<file path="config.mk">
export PLATFORM = sky130hd
export DESIGN_NAME = icache_direct
export DESIGN_NICKNAME = d
export VERILOG_FILES = /design/src/rtl/icache_direct.sv
export SDC_FILE = /design/constraint.sdc
export NUM_CORES = 1
export LEC_CHECK = 0
export BUFFER_PORTS_ARGS = -buffer_cell sky130_fd_sc_hd__buf_2
export CAP_MARGIN = 20
export CORE_MARGIN = 1
export CORE_UTILIZATION = 35
export CTS_BUF_LIST = sky130_fd_sc_hd__clkbuf_4
export CTS_CLUSTER_DIAMETER = 80
export CTS_CLUSTER_SIZE = 10
export DETAILED_ROUTE_END_ITERATION = 10
export PLACE_DENSITY_LB_ADDON = 0.25
export SYNTH_ARGS = -nofsm -noshare
export SYNTH_HDL_FRONTEND = slang
export SYNTH_SLANG_ARGS = --single-unit
</file>
<file path="constraint.sdc">
create_clock -name CLK -period 23.2 [get_ports CLK]
set_input_delay 6.96 -clock CLK [delete_from_list [all_inputs] [get_ports CLK]]
set_output_delay 6.96 -clock CLK [all_outputs]
set_load 0.1 [all_outputs]
</file>
<file path="src/rtl/icache_direct.sv">
// Direct-mapped, read-only instruction cache with one word per frame and a single outstanding memory fill.
// Optional hit/miss statistics counters are built when ICACHE_STATS_EN is defined.
module icache_direct #(
    parameter int IDX_W = 4,
    parameter int TAG_W = 26
) (
    input  logic        CLK,
    input  logic        nRST,
    input  logic        imemREN,
    input  logic [31:0] imemaddr,
    output logic        ihit,
    output logic [31:0] imemload,
    output logic        iREN,
    output logic [31:0] iaddr,
    input  logic        iwait,
    input  logic [31:0] iload
`ifdef ICACHE_STATS_EN
    ,
    output logic [31:0] hit_count,
    output logic [31:0] miss_count
`endif
);

    localparam int FRAMES = 2 ** IDX_W;

    typedef enum logic [0:0] {
        IDLE  = 1'b0,
        FETCH = 1'b1
    } state_t;

    state_t             state_r;
    state_t             next_state_s;
    logic [FRAMES-1:0]  valid_r;
    logic [TAG_W-1:0]   tag_r  [FRAMES];
    logic [31:0]        data_r [FRAMES];
    logic [31:0]        miss_addr_r;

    logic [TAG_W-1:0]   req_tag_s;
    logic [IDX_W-1:0]   req_idx_s;
    logic [IDX_W-1:0]   fill_idx_s;
    logic               lookup_hit_s;
    logic               miss_s;
    logic               fill_s;
    logic               unused_addr_s;

    assign req_tag_s     = imemaddr[31:IDX_W+2];
    assign req_idx_s     = imemaddr[IDX_W+1:2];
    assign fill_idx_s    = miss_addr_r[IDX_W+1:2];
    assign lookup_hit_s  = imemREN && valid_r[req_idx_s] && (tag_r[req_idx_s] == req_tag_s);
    assign miss_s        = (state_r == IDLE) && imemREN && !lookup_hit_s;
    assign fill_s        = (state_r == FETCH) && !iwait;
    assign unused_addr_s = ^imemaddr[1:0];

    // FSM state register
    always_ff @(posedge CLK) begin
        if (nRST) begin
            state_r <= IDLE;
        end else begin
            state_r <= next_state_s;
        end
    end

    // FSM next-state logic
    always_comb begin
        next_state_s = state_r;
        case (state_r)
            IDLE:    next_state_s = miss_s ? FETCH : IDLE;
            FETCH:   next_state_s = iwait ? FETCH : IDLE;
            default: next_state_s = IDLE;
        endcase
    end

    // FSM outputs: hits are served combinationally, memory request held for the whole fetch
    always_comb begin
        ihit     = 1'b0;
        imemload = 32'd0;
        iREN     = 1'b0;
        iaddr    = 32'd0;
        case (state_r)
            IDLE: begin
                if (lookup_hit_s) begin
                    ihit     = 1'b1;
                    imemload = data_r[req_idx_s];
                end else begin
                    ihit     = 1'b0;
                    imemload = 32'd0;
                end
            end
            FETCH: begin
                iREN  = 1'b1;
                iaddr = miss_addr_r;
            end
            default: begin
                iREN  = 1'b0;
                iaddr = 32'd0;
            end
        endcase
    end

    // Miss address capture on the IDLE to FETCH transition
    always_ff @(posedge CLK) begin
        if (nRST) begin
            miss_addr_r <= 32'd0;
        end else if (miss_s) begin
            miss_addr_r <= {imemaddr[31:2], 2'b00};
        end
    end

    // Valid bits; a reset in the fill cycle wins so an aborted fill never becomes visible
    always_ff @(posedge CLK) begin
        if (nRST) begin
            valid_r <= '0;
        end else if (fill_s) begin
            valid_r[fill_idx_s] <= 1'b1;
        end
    end

    // Tag and data arrays, written only by a completed fill
    always_ff @(posedge CLK) begin
        if (!nRST && fill_s) begin
            tag_r[fill_idx_s]  <= miss_addr_r[31:IDX_W+2];
            data_r[fill_idx_s] <= iload;
        end
    end

`ifdef ICACHE_STATS_EN
    // Saturating hit counter
    always_ff @(posedge CLK) begin
        if (nRST) begin
            hit_count <= 32'd0;
        end else if (ihit && (hit_count != 32'hFFFF_FFFF)) begin
            hit_count <= hit_count + 32'd1;
        end
    end

    // Saturating miss counter
    always_ff @(posedge CLK) begin
        if (nRST) begin
            miss_count <= 32'd0;
        end else if (miss_s && (miss_count != 32'hFFFF_FFFF)) begin
            miss_count <= miss_count + 32'd1;
        end
    end
`endif

endmodule

</file>
==> results_dict.tcl, run 1 <==
set metrics [dict create \
    synth_edf_count 928 \
    hold_violations 0 \
    r2r_cells 10 \
    yosysTopAreaCellShare_pct 72.3 \
    crit_chain "buf_8, buf_12, mux4_2, mux4_2, xnor2_1, o2111ai_1, nor4_4, buf_4, nand4b_1, buf_4, nor2b_1, buf_2" \
    synthTopCellsByArea "edfxtp_1 72%, mux4_2 15%, dfxtp_1 2.4%" \
    power_density_nw_per_um2 71.6 \
    reg2reg_to "miss_addr_r[21]$_SDFFE_PP0P_" \
    hpwl_um 49800 \
    cts.sinks 975 \
    drtAntennaViolNets 0 \
    yosysMostFrequentCell "edfxtp_1" \
    cp-start-kind "primary input" \
    rsz0062_at_grt "no" \
    ioPinCount 134 \
    worst_slack_ns 4.21 \
    die_x_um 334 \
    post_cts_resize_count 0 \
    fmaxAchievable_mhz 52.7 \
    tightestPinTransition_ns 1.12 \
    drcViolationCount 0 \
    synth_common_cells "928 x edfxtp_1, 252 x mux4_2, 90 x mux2i_1" \
    place_congestion 0.762 \
    place_area_sq_um 41000 \
    final_util_pct 38.7 \
    irDropWorstVdd_mv 0.0354 \
    worstSkewPairLatency_ns 0.99 \
    worstPathMaxFanout 112 \
    clkTransAtPathRegs_ns 0.11 \
    crit_type "in2out" \
    htreeDepth 3 \
    vias 19100 \
    relSlewSlack_pct 25.3 \
    cts_setup_buffers 0 \
    syn_inst 1851 \
    antenna_found_initial 10 \
    fp.coreArea_sq_um 109000 \
    syn_avg_cell_area_sq_um 20.8 \
    min_period_over_period_pct 81.9 \
    cp-end-kind "output pin" \
    grt_pass1_vias 19700 \
    drtIter0Drc 1968 \
    hold_class "reg2reg" \
    gr-total-overflow 0 \
    cellLeakagePower_nw 13.4 \
    wire_per_inst_um 27.5 \
    hold_depth 1 \
    dieArea_sq_um 112000 \
    ys_seq_area_share_pct 74.7 \
    rrSetupSlack_ns 19.24 \
    synth_cell_types 54 \
    grt_usage_pct 17.2 \
    ys_seq_elements 975 \
    clock_path_buffers 3 \
    rows 121 \
    fin_skew_ns 0.0778 \
    drt_first_pass_iters 5 \
    cap_violations 0 \
    drive_above_1_share_pct 29.6 \
    arrival_ns 12.03 \
    critical_path.reg2reg.startpoint "tag_r[5][9]$_DFFE_PP_" \
    numCtsBuffers 108 \
    cp.required_ns 16.24 \
    netlist_area_sq_um 38600 \
    status "completed" \
    cts_root_buf "clkbuf_4" \
    grt_pass1_wl_um 139000 \
    hold-path-endpoint "valid_r[10]$_SDFFE_PP0P_" \
    tns_ns 0 \
    fin_area_sq_um 42200 \
    report.final.slew_viol_count 0 \
    tritoncts "yes" \
    drt-total-wl_um 95700 \
    async_flop_share_pct 0 \
    fin_crit_ns 18.99 \
    viasPerCell 5.48 \
    hold_buffers 0 \
    initial_core_util_pct 35.4 \
    cpMaxStageDelayCell "buf_8" \
    dpl_worst_slack_ns 4.19 \
    die_height_um 334 \
    slowest_delay_ns 0.64 \
    syn_to_final_growth_pct 9.35 \
    p_total_mw 3.02 \
    port_buffers 129 \
    setup_violations 0 \
    grt_max_degree 113 \
    yosys.area.top_type "edfxtp_1" \
    min_from "valid_r[10]$_SDFFE_PP0P_" \
    ys_warn_count 0 \
    nets 2082 \
    synthFlopType "edfxtp_1" \
]
[power by group]
part | switching [mW] | internal (mW) | total [mW]
clock | 0.549 | 0.295 | 0.844
sequential | 0.0302 | 1.95 | 1.98
combinational | 0.123 | 0.0753 | 0.198
total | 0.702 | 2.32 | 3.02
[registers in the layout (all words and copies together), names as in the netlist]
register	flops
state_r	1
tag_r	416
valid_r	16
miss_addr_r	30
data_r	512
[logic make-up after synthesis]
kind of cell / count (synthesis) / share of synthesized area, %
flops: 975 / 74.7
mux: 349 / 17.3
simple gates: 270 / 3.86
buf+inv: 125 / 1.46
compound gates: 94 / 1.88
xor+xnor: 37 / 0.840
other cells: 1 / 0.00972
[per-layer routing]
metal  global-route usage [%]  wire length (um)  vias up
met2                     26.8             44600      600
li1                         -                 -     8009
met4                     4.47              2010        6
met3                     2.77              5340      143
met5                        0                40        -
met1                     25.0             43700    10300
[through the flow]
| step | hold slack (ns) | instances |
|---|---|---|
| 4_1_cts | 0.461 | 3468 |
| 3_3_place_gp | 0.426 | 3315 |
| 3_5_place_dp | 0.432 | 3316 |
| 5_1_grt | 0.475 | 3472 |
| 2_1_floorplan | 0.419 | 1852 |
| 6_report | 0.461 | 3476 |
[cell type report]
| type | instances | area (sq um) |
|---|---|---|
| diodes | 6 | 15.0 |
| fillers | 9865 | 66800 |
| clock inverters | 7 | 75.1 |
| flip-flops and latches | 975 | 28800 |
| inverters | 5 | 20.0 |
| well taps | 1414 | 1770 |
| repair buffers | 172 | 1060 |
| clock buffers | 145 | 1090 |
| multi-input cells | 752 | 9330 |
[worst max path at each step]
| stage | from | end | slack [ns] | cells after the start |
|---|---|---|---|---|
| after floorplan | imemaddr[4] | imemload[10] | 5.35 | 13 |
| after global placement | imemaddr[5] | imemload[24] | 4.26 | 15 |
| after detailed placement | imemaddr[5] | imemload[29] | 4.19 | 15 |
| after CTS | imemaddr[5] | imemload[29] | 4.16 | 15 |
| after global routing | imemaddr[4] | imemload[29] | 3.94 | 12 |
| final | imemaddr[4] | imemload[29] | 4.21 | 12 |
[critical path, delay by kind of cell]
| family | cells | cell delay, ns |
|---|---|---|
| buffers and inverters | 5 | 2.55 |
| AO/OA/AOI/OAI | 1 | 0.30 |
| multiplexers | 2 | 0.97 |
| AND/OR/NAND/NOR | 3 | 0.58 |
| XOR/XNOR | 1 | 0.34 |
[cells in the final DEF, fill, tap and decap left out, drive strengths merged, types with 4 or more instances in the layout]
cell    instances
dfxtp          47
mux2            7
a22oi           9
a211oi          5
xor2           12
and2           31
o22ai           9
edfxtp        928
buf           172
nand2b          9
nor3b          27
mux4          252
a21o           17
xnor2          25
inv             7
nor2           19
or4             4
diode           6
nor3           16
clkbuf        145
mux2i          90
nor4           36
nor2b          38
a32oi          30
a21oi           5
nand2          76
(Power assumes the default switching activity.)
==> inputs of run 2 (changes only) <==
clock period = 15.45 ns   (was 23.2 ns; I/O delays follow)
==> run 2 against run 1 <==
Against the previous run:
- clock-buffer cell count down 2
- via count down 0.84%
- register-to-register slack worse by 7.4 ns
- sequential cell count unchanged
- utilization about the same
- setup slack worse by 2.3 ns
- first-iteration DRC count down 9.5%
- clock skew down 0.035 ns
- sequential share of layout area about the same
- hold slack better by 0.0044 ns
- cell count about the same
- critical path type unchanged
- largest power group unchanged
==> results_dict.tcl, run 2 (synthesis gave the netlist of run 1 again) <==
set metrics [dict create \
    worstPathMaxFanout 42 \
    ioPinCount 134 \
    hold_violations 0 \
    initial_core_util_pct 35.4 \
    drtAntennaViolNets 0 \
    drcViolationCount 0 \
    port_buffers 129 \
    grt_pass1_vias 20000 \
    dieArea_sq_um 112000 \
    grt_max_degree 91 \
    tightestPinTransition_ns 1.05 \
    hold_slack_ns 0.465 \
    post_cts_resize_count 0 \
    die_x_um 334 \
    nets 2085 \
    cap_violations 0 \
    cp.required_ns 10.82 \
    cts.sinks 975 \
    tns_ns 0 \
    fin_crit_ns 13.54 \
    cellLeakagePower_nw 13.4 \
    layout_common_cells "928 x edfxtp_1, 252 x mux4_2, 143 x clkbuf_4" \
    fmaxAchievable_mhz 73.8 \
    cp-end-kind "output pin" \
    die_height_um 334 \
    grt_pass1_wl_um 138000 \
    vias 18900 \
    cts_setup_buffers 0 \
    fill_cells 9859 \
    drt-total-wl_um 94800 \
    cp-start-kind "primary input" \
    antenna_found_initial 13 \
    final_util_pct 38.7 \
    fin_skew_ns 0.0424 \
    tritoncts "yes" \
    hold_class "reg2reg" \
    numCtsBuffers 107 \
    rsz0062_at_grt "no" \
    viasPerCell 5.43 \
    fp.coreArea_sq_um 109000 \
    gr-total-overflow 0 \
    status "completed" \
    hpwl_um 50200 \
    htreeDepth 3 \
    rows 121 \
    arrival_ns 8.91 \
    largestRegisters "data_r (512), tag_r (416), miss_addr_r (30)" \
    worstSkewPairLatency_ns 0.97 \
    crit_type "in2out" \
    drt_first_pass_iters 5 \
    largest_register "data_r" \
    final_common_cell "edfxtp_1" \
    power_density_nw_per_um2 108 \
    syn_to_final_growth_pct 9.36 \
    irDropWorstVdd_mv 0.0629 \
    report.final.slew_viol_count 0 \
    drive_above_1_share_pct 29.6 \
    min_period_over_period_pct 87.7 \
    wire_per_inst_um 27.3 \
    grt_usage_pct 17.1 \
    relSlewSlack_pct 29.4 \
    largest_reg_flops 512 \
    hold_buffers 0 \
    place_congestion 0.753 \
    clkTransAtPathRegs_ns 0.11 \
    setup_violations 0 \
    drtIter0Drc 1782 \
    clock_path_buffers 3 \
    cts_root_buf "clkbuf_4" \
]
[run 2: cell types whose count changed in the layout (fill, tap and decap cells not counted)]
cell | previous run | this run
diode_2 | 6 | 7
nor3_4 | 1 | 0
inv_2 | 5 | 4
buf_4 | 39 | 46
buf_12 | 4 | 1
bufinv_16 | 1 | 3
clkbuf_4 | 145 | 143
clkinv_4 | 1 | 0
inv_6 | 2 | 0
nor3_2 | 3 | 4
[run 2: final timing paths]
kind,slack (ns),endpoint,depth (start not counted),from
worst max register to register,11.80,miss_addr_r[22]$_SDFFE_PP0P_,10,tag_r[13][1]$_DFFE_PP_
worst max-delay path,1.91,imemload[2],12,imemaddr[3]
worst min register to register,0.47,valid_r[1]$_SDFFE_PP0P_,1,valid_r[1]$_SDFFE_PP0P_
worst min-delay path,0.47,valid_r[1]$_SDFFE_PP0P_,1,valid_r[1]$_SDFFE_PP0P_
[run 2: area by class of cell]
class / count / area [sq um] / area share, %
antenna: 7 / 17.5 / 0.0415
timing repair buffer: 176 / 1050 / 2.50
multi-input combinational: 752 / 9330 / 22.1
clock buffer: 143 / 1070 / 2.55
tap: 1414 / 1770 / 4.19
inverter: 5 / 20.0 / 0.0475
clock inverter: 5 / 105 / 0.249
sequential: 975 / 28800 / 68.3
[run 2: power by group]
group | internal (mW) | switching, mW
combinational | 0.113 | 0.184
sequential | 2.93 | 0.0463
clock | 0.468 | 0.811
[run 2: stage by stage]
stage                     instances  cell area, sq um  total power, mW  setup slack [ns]
after CTS                      3470             42200             4.60              1.85
after floorplan                1852             38600             3.22              2.25
after detailed placement       3322             41000             3.33              1.85
final                          3477             42200             4.55              1.91
after global routing           3474             42200             4.73              1.70
after global placement         3321             41000             3.32              1.93
[run 2: worst max-delay path, cell delays in order]
cell	delay, ns
buf_4	0.70
buf_4	0.46
nor2b_1	0.51
a22oi_1	0.19
a21o_1	0.19
a21oi_1	0.17
a41oi_1	0.27
nor4_4	0.32
nand4b_1	0.26
buf_4	0.37
nor2b_1	0.21
buf_2	0.45
[run 2: routing by layer]
layer | GRT usage (%) | wire [um] | vias to the layer above
li1 | - | - | 7999
met1 | 24.3 | 42000 | 10100
met2 | 27.2 | 44900 | 688
met3 | 3.32 | 6100 | 135
met4 | 3.86 | 1830 | 2
met5 | 0 | 17 | -
==> inputs of run 3 (changes only) <==
BUFFER_PORTS_ARGS = unset   (was -buffer_cell sky130_fd_sc_hd__buf_2)
DONT_BUFFER_PORTS = 1   (was unset)
==> run 3 against run 2 <==
Against the previous run:
- via count decreased by 1.6%
- utilization is 0.69 points lower
- combinational power decreased by 28%
- power shrank 2.7%
- first-iteration DRC count about the same
- critical path type unchanged
- clock skew increased by 0.0060 ns
- hold slack got worse by 0.0051 ns
==> results_dict.tcl, run 3 (synthesis gave the netlist of run 1 again) <==
set metrics [dict create \
    place_area_sq_um 40300 \
    critical_path.top_delay_family "simple AND/OR/NAND/NOR gates" \
    grt_pass1_wl_um 138000 \
    cp_num_buf_inv 3 \
    place_congestion 0.761 \
    drive_above_1_share_pct 25.9 \
    drt-total-wl_um 95300 \
    cpMaxStageDelayCell "nor2b_2" \
    cts_setup_buffers 0 \
    vias 18600 \
    drcViolationCount 0 \
    nets 1946 \
    syn_to_final_growth_pct 7.40 \
    fin_area_sq_um 41400 \
    grt_pass1_vias 19700 \
    crit_chain "inv_2, buf_4, mux2i_1, xnor2_1, nor4_1, a41oi_1, nor4_4, nand4b_1, buf_4, nor2b_2" \
    hold_class "reg2reg" \
    die_height_um 334 \
    rows 121 \
    cpMostUsedCell "buf_4" \
    rsz0062_at_grt "no" \
    fin_crit_ns 13.34 \
    drtIter0Drc 1783 \
    cp-end-kind "output pin" \
    final_common_cell "edfxtp_1" \
    largest_register "data_r" \
    tightestPinTransition_ns 1.11 \
    dieArea_sq_um 112000 \
    fin_skew_ns 0.0484 \
    clkTransAtPathRegs_ns 0.11 \
    slowest_delay_ns 0.93 \
    antenna_found_initial 4 \
    min_period_over_period_pct 86.4 \
    numCtsBuffers 107 \
    grt_usage_pct 17.1 \
    hold_buffers 0 \
    setup_violations 0 \
    crit_type "in2out" \
    worstSkewPairLatency_ns 0.95 \
    cellLeakagePower_nw 12.7 \
    report.final.slew_viol_count 0 \
    largestRegisters "data_r (512), tag_r (416), miss_addr_r (30)" \
    cts_root_buf "clkbuf_4" \
    post_cts_resize_count 0 \
    wire_per_inst_um 28.6 \
    worstPathMaxFanout 194 \
    cp-start-kind "primary input" \
    drtAntennaViolNets 0 \
    hpwl_um 48900 \
    cts.sinks 975 \
    cp.required_ns 10.82 \
    gr-total-overflow 0 \
    die_x_um 334 \
    clock_path_buffers 3 \
    relSlewSlack_pct 26.3 \
    hold_violations 0 \
    fp.coreArea_sq_um 109000 \
    fmaxAchievable_mhz 74.9 \
    tns_ns 0 \
    cap_violations 0 \
    viasPerCell 5.59 \
    port_buffers 0 \
    layout_common_cells "928 x edfxtp_1, 252 x mux4_2, 133 x clkbuf_4" \
    status "completed" \
    irDropWorstVdd_mv 0.0427 \
    ioPinCount 134 \
    fill_cells 9797 \
    grt_max_degree 255 \
    initial_core_util_pct 35.4 \
    power_density_nw_per_um2 107 \
    largest_reg_flops 512 \
    arrival_ns 8.71 \
    tritoncts "yes" \
    htreeDepth 3 \
    drt_first_pass_iters 5 \
]
## run 3: cell types whose count changed in the layout (fill, tap and decap cells not counted), sizes merged
cell,delta
buf,-139
clkbuf,-10
diode,-3
bufinv,-1
inv,+1
## run 3: final timing paths
check	from	to	slack (ns)	depth (start not counted)
min	valid_r[0]$_SDFFE_PP0P_	valid_r[0]$_SDFFE_PP0P_	0.46	1
min reg2reg	valid_r[0]$_SDFFE_PP0P_	valid_r[0]$_SDFFE_PP0P_	0.46	1
max	imemaddr[2]	imemload[6]	2.11	10
max reg2reg	state_r$_SDFF_PP0_	data_r[1][30]$_DFFE_PP_	11.55	4
## run 3: stage by stage
stage	hold slack (ns)	util [%]	power, mW	instances	setup slack [ns]
2_1_floorplan	0.419	-	3.22	1852	2.25
3_3_place_gp	0.425	36.9	3.25	3180	2.12
3_5_place_dp	0.431	36.9	3.25	3180	2.09
4_1_cts	0.458	37.9	4.48	3318	2.09
5_1_grt	0.481	38.0	4.58	3322	1.94
6_report	0.460	38.0	4.43	3325	2.11
## run 3: layer usage
layer  share of wire (%)  GRT usage [%]  vias to the layer above
li1                    -              -                     7728
met1                  44           24.2                    10100
met2                  47           27.0                      626
met3                 7.1           3.92                      117
met4                 1.7           3.64                        0
met5                   0              0                        -
## run 3: cell type report
| type | instances | area [sq um] | share of cell area, % |
|---|---|---|---|
| sequential | 975 | 28800 | 69.6 |
| multi-input combinational | 752 | 9410 | 22.7 |
| tap | 1414 | 1770 | 4.27 |
| clock buffer | 133 | 998 | 2.41 |
| timing repair buffer | 37 | 323 | 0.779 |
| clock inverter | 5 | 81.3 | 0.196 |
| inverter | 5 | 20.0 | 0.0483 |
| antenna | 4 | 10.0 | 0.0242 |
## run 3: report_power, final
part / internal [mW] / switching (mW)
Combinational: 0.103 / 0.111
Clock: 0.424 / 0.810
Sequential: 2.93 / 0.0524
Total: 3.45 / 0.973
